<file path="src/rtl/buzzer_arbiter.sv">
// buzzer_arbiter: shares one piezo buzzer between three tone requesters
// (doorbell, melody, key-click) by fixed priority with preemption, and
// generates the square wave for the BEEP pin from the owner's pitch divisor.
module buzzer_arbiter #(
    parameter int TICK_DIV = 50000,
    parameter int PITCH_W  = 17,
    parameter int DUR_W    = 12
) (
    input  logic               CLK,
    input  logic               RST_N,
    input  logic               EN,
    input  logic [2:0]         REQ,
    input  logic [PITCH_W-1:0] PITCH0,
    input  logic [PITCH_W-1:0] PITCH1,
    input  logic [PITCH_W-1:0] PITCH2,
    input  logic [DUR_W-1:0]   DUR0,
    input  logic [DUR_W-1:0]   DUR1,
    input  logic [DUR_W-1:0]   DUR2,
    output logic [2:0]         GNT,
    output logic [2:0]         DONE,
    output logic [2:0]         ABORT,
    output logic               BUSY,
    output logic               BEEP,
    output logic [PITCH_W-1:0] CUR_PITCH
);

    localparam int TICK_W = (TICK_DIV > 1) ? $clog2(TICK_DIV) : 1;

    typedef enum logic [2:0] {IDLE, LOAD, PLAY, GAP1, GAP2} state_t;

    state_t              state_q, state_d;
    logic [2:0]          gnt_q, gnt_d;
    logic [2:0]          done_q, done_d;
    logic [2:0]          abort_q, abort_d;
    logic                busy_q, busy_d;
    logic                beep_q, beep_d;
    logic                tone_q, tone_d;
    logic [PITCH_W-1:0]  cur_pitch_q, cur_pitch_d;
    logic [PITCH_W-1:0]  half_cnt_q, half_cnt_d;
    logic [DUR_W-1:0]    dur_cnt_q, dur_cnt_d;
    logic [TICK_W-1:0]   tick_cnt_q, tick_cnt_d;

    logic [PITCH_W-1:0]  sel_pitch;
    logic [DUR_W-1:0]    sel_dur;
    logic                higher_req;
    logic                owner_drop;
    logic                tick_wrap;
    logic                half_wrap;

    // Route the current owner's pitch/duration to the capture logic used in LOAD
    always_comb begin
        sel_pitch = PITCH2;
        sel_dur   = DUR2;
        if (gnt_q[0]) begin
            sel_pitch = PITCH0;
            sel_dur   = DUR0;
        end else if (gnt_q[1]) begin
            sel_pitch = PITCH1;
            sel_dur   = DUR1;
        end
    end

    // Preempt/cancel detection and counter wrap conditions
    always_comb begin
        higher_req = (gnt_q[1] & REQ[0]) | (gnt_q[2] & (REQ[0] | REQ[1]));
        owner_drop = |(gnt_q & ~REQ);
        tick_wrap  = (tick_cnt_q == TICK_W'(TICK_DIV - 1));
        half_wrap  = (half_cnt_q == (cur_pitch_q - PITCH_W'(1)));
    end

    // Next-state, grant, tone and pulse logic; completion beats preemption
    always_comb begin
        state_d     = state_q;
        gnt_d       = gnt_q;
        done_d      = 3'b000;
        abort_d     = 3'b000;
        cur_pitch_d = cur_pitch_q;
        half_cnt_d  = half_cnt_q;
        dur_cnt_d   = dur_cnt_q;
        tick_cnt_d  = tick_cnt_q;
        tone_d      = tone_q;

        case (state_q)
            IDLE: begin
                if (REQ != 3'b000) begin
                    state_d = LOAD;
                    if (REQ[0])      gnt_d = 3'b001;
                    else if (REQ[1]) gnt_d = 3'b010;
                    else             gnt_d = 3'b100;
                end
            end
            LOAD: begin
                cur_pitch_d = sel_pitch;
                dur_cnt_d   = (sel_dur == '0) ? DUR_W'(1) : sel_dur;
                tick_cnt_d  = '0;
                half_cnt_d  = '0;
                tone_d      = 1'b0;
                state_d     = PLAY;
                if (higher_req || owner_drop) begin
                    state_d     = GAP1;
                    abort_d     = gnt_q;
                    gnt_d       = 3'b000;
                    cur_pitch_d = '0;
                end
            end
            PLAY: begin
                tick_cnt_d = tick_wrap ? '0 : tick_cnt_q + TICK_W'(1);
                if (tick_wrap) begin
                    dur_cnt_d = dur_cnt_q - DUR_W'(1);
                end
                if (cur_pitch_q != '0) begin
                    if (half_wrap) begin
                        half_cnt_d = '0;
                        tone_d     = ~tone_q;
                    end else begin
                        half_cnt_d = half_cnt_q + PITCH_W'(1);
                    end
                end
                if (tick_wrap && (dur_cnt_q == DUR_W'(1))) begin
                    state_d     = GAP1;
                    done_d      = gnt_q;
                    gnt_d       = 3'b000;
                    cur_pitch_d = '0;
                end else if (higher_req || owner_drop) begin
                    state_d     = GAP1;
                    abort_d     = gnt_q;
                    gnt_d       = 3'b000;
                    cur_pitch_d = '0;
                end
            end
            GAP1: begin
                state_d = GAP2;
            end
            GAP2: begin
                state_d = IDLE;
            end
            default: begin
                state_d = IDLE;
                gnt_d   = 3'b000;
            end
        endcase

        busy_d = (state_d == LOAD) || (state_d == PLAY);
        beep_d = tone_d & EN & (state_d == PLAY);
    end

    // State and registered outputs, cleared immediately by reset
    always_ff @(posedge CLK or negedge RST_N) begin
        if (!RST_N) begin
            state_q     <= IDLE;
            gnt_q       <= 3'b000;
            done_q      <= 3'b000;
            abort_q     <= 3'b000;
            busy_q      <= 1'b0;
            beep_q      <= 1'b0;
            tone_q      <= 1'b0;
            cur_pitch_q <= '0;
            half_cnt_q  <= '0;
            dur_cnt_q   <= '0;
            tick_cnt_q  <= '0;
        end else begin
            state_q     <= state_d;
            gnt_q       <= gnt_d;
            done_q      <= done_d;
            abort_q     <= abort_d;
            busy_q      <= busy_d;
            beep_q      <= beep_d;
            tone_q      <= tone_d;
            cur_pitch_q <= cur_pitch_d;
            half_cnt_q  <= half_cnt_d;
            dur_cnt_q   <= dur_cnt_d;
            tick_cnt_q  <= tick_cnt_d;
        end
    end

    assign GNT       = gnt_q;
    assign DONE      = done_q;
    assign ABORT     = abort_q;
    assign BUSY      = busy_q;
    assign BEEP      = beep_q;
    assign CUR_PITCH = cur_pitch_q;

endmodule
</file>
<file path="config.mk">
export PLATFORM = sky130hd
export DESIGN_NAME = buzzer_arbiter
export DESIGN_NICKNAME = d
export VERILOG_FILES = /design/src/rtl/buzzer_arbiter.sv
export SDC_FILE = /design/constraint.sdc
export NUM_CORES = 1
export LEC_CHECK = 0
export ABC_AREA = 1
export BUFFER_PORTS_ARGS = -buffer_cell sky130_fd_sc_hd__buf_4
export CAP_MARGIN = 0
export CORE_ASPECT_RATIO = 0.7
export CORE_MARGIN = 3
export CORE_UTILIZATION = 35
export DETAILED_ROUTE_END_ITERATION = 8
export PLACE_DENSITY = 0.69
export SYNTH_ARGS = -nofsm -noshare
export SYNTH_HDL_FRONTEND = slang
export SYNTH_SLANG_ARGS = --single-unit
</file>
<file path="constraint.sdc">
create_clock -name CLK -period 1.84 [get_ports CLK]
set_clock_uncertainty 0.05 [all_clocks]
set_input_delay 0.092 -clock CLK [delete_from_list [all_inputs] [get_ports CLK]]
set_output_delay 0.092 -clock CLK [all_outputs]
set_load 0.005 [all_outputs]
</file>
==> results.md, run 1 <==
Worst setup path:
- The critical path is of the register to register type.
- The data arrival at the endpoint of the critical path is 2.29 ns.
- The element type at the critical path start is a register.
- Of all nets on the critical path, the largest fanout is 6.
- The longest individual stage delay on the worst path is 0.45 ns.
- The cell depth of the worst flop-to-flop path is 9.
- The critical path goes through nor2_1, nand2_1, nor2_4, nand2_1, xnor3_1, nor2_2, nand2_4, nand2_4, o22ai_2.
- The data required time at the worst endpoint is 2.01 ns.
- On the critical path, the stage with the largest delay is an instance of sky130_fd_sc_hd__dfrtp_2.
- The setup check on the worst reg-to-reg path leaves a slack of -0.28 ns.
- The source of the worst register-to-register timing path is CUR_PITCH[5].
- In this run the critical register-to-register path is captured at half_cnt_q[7].
- The endpoint type of the worst setup path is a register.

Synth:
- The synthesized netlist devotes 32.1% of its cell area to simple gates.
- The async set-reset flop share out of synthesis is 100%.
- The most instantiated flip-flop cell in the synthesis netlist is sky130_fd_sc_hd__dfrtp_1.
- The most common cell in the synthesized netlist is sky130_fd_sc_hd__nand2_1.
- Synthesis handed over a netlist of 729 instances.
- The number of flops mapped to enable cells by yosys is 0.
- The post-synthesis xor/xnor area fraction is 5.29%.
- The number of nets in the synthesized netlist is 827.
- The share of synthesized area in the top cell type comes to 36.9%.
- Counting flops and latches in the post-synthesis netlist gives 77.
- The synthesized netlist occupies a cell area of 0.00523 mm^2.
- The sequential cell area fraction in the yosys report is 36.9%.
- Synthesis instantiated 42 different standard cells from the library.
- The number of warnings issued by yosys is 0.
- By area, the combinational part of the netlist is dominated by simple AND/OR/NAND/NOR gates.
- Summing the areas of all fa, ha and maj instances in the mapped netlist gives 1.20% of the synthesized area.
- The most area-hungry cell type in the Yosys netlist is sky130_fd_sc_hd__dfrtp_1.
- The mux cell area share after synthesis is 0%.
- Summing the areas of all compound-gate instances in the mapped netlist gives 16.5% of the synthesized area.
- By area the synthesized netlist is led by sky130_fd_sc_hd__dfrtp_1, sky130_fd_sc_hd__nand2_1, sky130_fd_sc_hd__o21ai_0.
- In this run the mean area of a mapped cell was 7.17 um^2.
- Sorting the synthesized cells by how often they occur yields sky130_fd_sc_hd__nand2_1, sky130_fd_sc_hd__dfrtp_1, sky130_fd_sc_hd__inv_1.

Placement:
- The worst setup slack before clock tree synthesis is -0.314 ns.
- The weighted congestion reported at the end of routability-driven placement is 0.888.
- The placed wire-length estimate is 13.8 mm.
- The count of buffers added on input and output ports is 120.

Clocking:
- Counting along the longest clock path gives a buffer depth of 2.
- The tree is rooted in a sky130_fd_sc_hd__clkbuf_16.
- The clock buffer count from CTS is 9.
- The number of levels in the clock H-tree is 3.
- The clock edge transition at the registers on the reported setup and hold paths is 0.06 ns.
- The clock drives 77 sinks.
- TritonCTS built the clock tree.
- The clock latency on the worst-skew pair is 0.34 ns.

Die:
- In this run the vertical extent of the chip is 108 um.
- The floorplan die area is 0.0165 mm^2.
- The number of top-level pins is 121.
- The core region is 0.0143 mm^2.
- Measured along the x axis, the die boundary spans 152 um.
- The floorplan has 36 rows.
- The effective utilization at floorplan is 36.6%.

STA:
- After layout, the worst path uses 115% of the clock period.
- The number of pins with negative max-slew slack in the final report is 0.
- The slew at the pin closest to its max-slew limit is 0.435 ns.
- The number of hold violations in the final report is 0.
- Across all hold checks on the routed design, the worst slack comes to 0.00544 ns.
- Subtracting the final worst setup slack from the clock period gives 2.12 ns.
- The worst-case headroom to the max-slew limit is 70.7%.
- The fmax is 472 MHz.
- Setup repair after global routing could not meet its margin everywhere.
- Setup violations remaining at the end of the flow were counted as 47.
- In the post-route analysis, the smallest setup slack over all paths is -0.278 ns.

Cells and area:
- The repair_antennas step left the layout with diodes totalling 0.
- Measured on the finished design, the core utilization comes to 58.1%.
- The post-route netlist has 42.6% of its cells at a drive strength greater than 1.
- The net count of the finished layout is 1,075.
- The post-synthesis to final-layout area growth is 58.6%.

GRT:
- The first global-routing pass estimated 28.4 mm of wire.
- The overall track demand over capacity in global routing is 21.5%.
- Global routing finished with a remaining overflow of 0.
- The number of antenna violations at the first check in global routing is 0.
- The via count of the first global-routing pass is 5,550.
- Entering global routing, the biggest net connects 40 pins.

Detailed routing:
- The total wire length is 19.1 mm.
- Before antenna repair, the detailed router went through 6 iterations.
- The DRC marker count from the first detailed-route iteration is 482.
- After detailed routing, the number of vias per cell comes to 5.15.
- The post-detailed-route wirelength per cell is 16.3 um.
- The post-detailed-route DRC marker count is 0.
- The remaining antenna violation count is 0.
- The final route contains 6,034 vias.

Power and ir drop:
- The worst supply voltage drop on vdd is 538 uV.
- The total leakage power is 3.92 nW.
- In this run the power density over the cells is 1520 mW/mm^2.

Worst hold path:
- The end point of the worst hold path is CUR_PITCH[10].
- The startpoint identified for the worst hold timing path is PITCH0[10].
- The type of the tightest min-delay check is primary input to register.
- The worst hold path passes through 3 cells.

Status:
- The checks that failed: negative setup slack.
- The run finished, with violations left.

Flow run:
- The max-capacitance violation count is 0.
[sequential cells by signal, summed over array words and instances, names as in the netlist]
name        flops
CUR_PITCH      17
half_cnt_q     17
tick_cnt_q     16
dur_cnt_q      12
ABORT           3
DONE            3
GNT             3
state_q         3
BEEP            1
BUSY            1
tone_q          1
[through the flow]
step                total power, mW  setup TNS [ns]  area (um^2)  std cells
detailed placement             9.26           -5.37         7180       1129
global placement               9.16           -3.76         7180       1129
finish                         12.6           -6.04         8290       1172
global route                   13.5          -10.54         8290       1172
CTS                            11.3           -3.19         7630       1153
floorplan                      6.20          -0.698         5240        729
[cells by family after synthesis]
family | Yosys count
AND/OR/NAND/NOR | 368
XOR/XNOR | 30
AO/OA/AOI/OAI | 143
flip-flops | 77
buffers and inverters | 106
adder cells (fa/ha/maj) | 5
[power breakdown]
| group | internal (mW) | leakage (nW) | switching (mW) |
|---|---|---|---|
| registers | 2.14 | 1.02 | 0.452 |
| clock network | 1.05 | 0.138 | 0.753 |
| logic | 3.51 | 2.77 | 4.67 |
[worst max path at each step]
stage | start | endpoint | slack, ns | cells past startpoint
2_1_floorplan | CUR_PITCH[1] | half_cnt_q[11] | -0.07 | 16
3_3_place_gp | CUR_PITCH[5] | half_cnt_q[0] | -0.22 | 13
3_5_place_dp | CUR_PITCH[1] | half_cnt_q[0] | -0.31 | 15
4_1_cts | CUR_PITCH[1] | half_cnt_q[12] | -0.19 | 14
5_1_grt | CUR_PITCH[1] | BEEP | -0.36 | 15
6_report | CUR_PITCH[5] | half_cnt_q[7] | -0.28 | 9
[cells in the final DEF (no fill, tap or decap), types with 15 or more instances in the layout]
cell / netlist / layout
sky130_fd_sc_hd__o22ai_1: 21 / 15
sky130_fd_sc_hd__nand3_2: 3 / 15
sky130_fd_sc_hd__nand4_1: 16 / 16
sky130_fd_sc_hd__dfrtp_1: 77 / 72
sky130_fd_sc_hd__a21oi_1: 23 / 19
sky130_fd_sc_hd__inv_1: 77 / 68
sky130_fd_sc_hd__o21ai_1: 3 / 22
sky130_fd_sc_hd__nor2_1: 57 / 44
sky130_fd_sc_hd__nand2_1: 178 / 166
sky130_fd_sc_hd__nand3_1: 65 / 50
sky130_fd_sc_hd__xor2_1: 23 / 22
sky130_fd_sc_hd__buf_4: 0 / 238
sky130_fd_sc_hd__o21ai_0: 68 / 35
sky130_fd_sc_hd__o22ai_2: 9 / 15
[per-layer routing]
metal,GRT usage (%),share of wire [%]
met4,4.36,1.3
met2,32.7,44
met3,4.68,9.1
met1,31.5,45
met5,0,0
[cell type report]
| type | instances | area [um^2] |
|---|---|---|
| clock buffer | 10 | 229 |
| clock inverter | 6 | 63.8 |
| timing repair buffer | 257 | 2080 |
| timing repair inverter | 1 | 7.51 |
| sequential | 77 | 1930 |
| tap | 190 | 238 |
| fill | 1259 | 5990 |
| inverter | 83 | 322 |
| multi-input combinational | 548 | 3420 |
[worst max-delay path, delay by kind of cell, from the launching register on]
kind	cells	cell delay, ns
compound gates	1	0.08
xor+xnor	1	0.22
flops	1	0.45
simple gates	7	1.20
[repair_timing]
action / CTS / global route
gates cloned: 0 / 4
setup buffers: 7 / 16
gates resized for setup: 28 / 141
pin swaps: 9 / 35
endpoints found under the hold margin: 59 / 0
setup endpoints to repair: 41 / 65
hold buffers: 1 / 0
Power figures use the tool's default switching activity.
==> run 2, diff against run 1 <==
--- a/config.mk
+++ b/config.mk
@@ -13,6 +13,7 @@
 export CORE_UTILIZATION = 35
 export DETAILED_ROUTE_END_ITERATION = 8
 export PLACE_DENSITY = 0.69
+export SETUP_SLACK_MARGIN = 0.1
 export SYNTH_ARGS = -nofsm -noshare
 export SYNTH_HDL_FRONTEND = slang
 export SYNTH_SLANG_ARGS = --single-unit
==> results.md, run 2 (synthesis results as in run 1) <==
Clocking:
- The number of levels in the clock H-tree is 3 (unchanged).
- The clock edge transition at the registers on the reported setup and hold paths is 0.06 ns (about the same).
- The clock sink total is 77 (unchanged).
- TritonCTS built the clock tree.
- The clock latency on the worst-skew pair is 0.34 ns (about the same).
- The buffer depth of the longest clock path is 2 (unchanged).
- The clock buffer count from CTS was 9 (unchanged).
- The tree is rooted in a sky130_fd_sc_hd__clkbuf_16.

Status:
- The run finished, with violations left.
- The checks that failed: negative setup slack.

Die:
- The die width was 152 um (unchanged).
- The floorplan core area came to 0.0143 mm^2 (unchanged).
- The floorplan die area is 0.0165 mm^2 (unchanged).
- The number of top-level pins was 121 (unchanged).
- The number of placement rows is 36 (unchanged).
- The floorplan die height is 108 um (unchanged).
- The effective utilization at floorplan came to 36.6% (unchanged).

Placement:
- The placed wire-length estimate came to 13.4 mm (-2.5%).
- The count of buffers inserted at the top-level ports is 120 (unchanged).
- The weighted congestion reported at the end of routability-driven placement was 0.893 (+0.46%).
- The worst setup slack before clock tree synthesis is -0.233 ns (+0.0816 ns).
- The placed standard-cell area is 0.00716 mm^2 (-0.35%).
- The instance count after placement with tap cells included came to 1,125 (-0.35%).

Cells and area:
- In the layout the commonest cells are sky130_fd_sc_hd__buf_4, sky130_fd_sc_hd__nand2_1, sky130_fd_sc_hd__dfrtp_1.
- The post-route non-filler standard cell count is 1,167 (-0.43%).
- Leaving out fill and tap cells, the most frequent cell in the layout is sky130_fd_sc_hd__buf_4.
- Compared with the post-synthesis result, the final layout area differs by 59.6%.
- The final net count is 1,070 (-0.47%).
- The count of antenna diodes in the layout came to 0 (unchanged).
- The layout cell share with drive strength beyond 1 came to 41.8% (-0.81 points).
- The total non-filler cell area in the finished layout was 0.00834 mm^2 (+0.59%).

Detailed routing:
- The post-detailed-route wirelength per cell came to 16.3 um (-0.31%).
- The post-detailed-route DRC marker count came to 0 (unchanged).
- The DRC marker count from the first detailed-route iteration was 393 (-18%).
- The total via count in the routed design was 6,028 (-0.099%).
- The total wire length was 19.0 mm (-0.73%).
- The remaining antenna violation count is 0 (unchanged).
- The per-cell via count in the routed design is 5.17 (+0.33%).
- The number of detailed-route iterations in the first pass is 5 (-1).

GRT:
- The remaining global-route overflow is 0 (unchanged).
- The maximum number of pins on one net before global-route repair was 34 (-15%).
- The via count of the first global-routing pass is 5,603 (+0.95%).
- The first-pass GRT wire length came to 28.4 mm (-0.12%).
- The overall track demand over capacity in global routing is 21.6% (+0.13 points).
- The number of antenna violations at the first check in global routing is 0 (unchanged).

Worst setup path:
- The cell depth of the worst flop-to-flop path was 13 (+4).
- The setup slack of the most critical reg-to-reg path is -0.24 ns (+0.04 ns).
- The worst setup path is captured at a register.
- The first element of the critical path is CUR_PITCH[0].
- The worst setup path is of the register to register kind.
- The source of the worst register-to-register timing path is CUR_PITCH[0].
- STA classifies the critical path startpoint as a register.
- The maximum net fanout on the critical path came to 13 (+7).
- The data arrival at the endpoint of the critical path is 2.24 ns (-0.05 ns).
- The data required time at the worst endpoint is 2.00 ns (about the same).
- The endpoint of the most critical register-to-register path is half_cnt_q[11].

Power and ir drop:
- The total leakage power came to 3.94 nW (+0.41%).
- The worst supply voltage drop on vdd is 640 uV (+19%).
- The total power divided by cell area is 1530 mW/mm^2 (+0.79%).

STA:
- The worst hold margin is 0.0174 ns (+0.0119 ns).
- The setup slack of the critical path after layout is -0.238 ns (+0.0400 ns).
- The final period utilization came to 113% (-2.2 points).
- The clock period minus final worst setup slack came to 2.08 ns (-0.0400 ns).
- The worst-case headroom to the max-slew limit came to 58.0% (-13 points).
- The count of final setup violators is 53 (+13%).
- Setup repair after global routing could not meet its margin everywhere.
- The number of pins with negative max-slew slack in the final report was 0 (unchanged).
- The number of hold violations in the final report is 0 (unchanged).
- The slew at the pin closest to its max-slew limit is 0.626 ns (+0.191 ns).
- The summed negative setup slack over all endpoints is -6.05 ns (-0.00927 ns).
- The fmax is 481 MHz (+1.9%).

Worst hold path:
- The tightest min-delay check is of the primary input to register type.
- The end point of the worst hold path is CUR_PITCH[10].
- The startpoint of the most critical hold path is PITCH0[10].
- The worst hold path stage count is 3 (unchanged).

Flow run:
- The max-capacitance violation count is 0 (unchanged).
## run 2: cell types whose count changed in the layout (fill, tap and decap cells not counted), sizes merged
| cell | previous run | this run |
|---|---|---|
| nand2 | 188 | 187 |
| dlygate4sd3 | 1 | 3 |
| bufinv | 1 | 2 |
| clkinvlp | 3 | 4 |
| buf | 255 | 250 |
| inv | 83 | 80 |
## run 2: stage by stage
stage / total power [mW] / util, %
4_1_cts: 11.8 / 55.0
6_report: 12.7 / 58.4
5_1_grt: 13.6 / 58.4
3_5_place_dp: 9.16 / 50.1
2_1_floorplan: 6.22 / -
3_3_place_gp: 9.07 / 50.1
## run 2: what timing repair did
item,CTS,global route
gates resized for setup,72,115
hold buffers,3,0
setup endpoints to repair,58,71
setup buffers,9,17
endpoints found under the hold margin,29,0
cloned,1,1
pin swaps,14,38
## run 2: worst max-delay path, cell delays in order (launching register included)
cell and delay [ns]:
sky130_fd_sc_hd__dfrtp_1 0.39, sky130_fd_sc_hd__inv_2 0.10, sky130_fd_sc_hd__buf_4 0.13, sky130_fd_sc_hd__nand2_2 0.10
sky130_fd_sc_hd__nor2_4 0.21, sky130_fd_sc_hd__nand2_1 0.08, sky130_fd_sc_hd__nand2_1 0.06, sky130_fd_sc_hd__o21ai_1 0.06
sky130_fd_sc_hd__nor2_1 0.14, sky130_fd_sc_hd__nand3_2 0.10, sky130_fd_sc_hd__nor2_4 0.16, sky130_fd_sc_hd__nand2_4 0.11
sky130_fd_sc_hd__nand2_8 0.15, sky130_fd_sc_hd__o22ai_1 0.10
## run 2: area by class of cell
type                    instances  area (um^2)
fillers                      1239         5940
multi-input cells             547         3460
repair buffers                253         2040
flip-flops and latches         77         1930
inverters                      83          333
clock buffers                  11          243
well taps                     190          238
clock inverters                 5         83.8
repair inverters                1         7.51
## run 2: routing by layer
metal,global-route usage [%],up-vias,wire [um]
met4,6.67,0,419
li1,-,2931,-
met2,33.2,252,8390
met5,0,-,0
met3,6.32,29,1530
met1,29.6,2816,8650
## run 2: report_power, final
group | internal (mW) | switching [mW]
logic | 3.45 | 4.75
registers | 2.13 | 0.455
clock network | 1.23 | 0.731
## run 2: worst max-delay path by stage
stage | end | slack, ns | cells past startpoint
finish | half_cnt_q[11] | -0.24 | 13
CTS | half_cnt_q[5] | -0.23 | 15
global placement | half_cnt_q[0] | -0.20 | 15
detailed placement | half_cnt_q[0] | -0.23 | 15
global route | half_cnt_q[11] | -0.34 | 15
floorplan | half_cnt_q[11] | -0.07 | 16
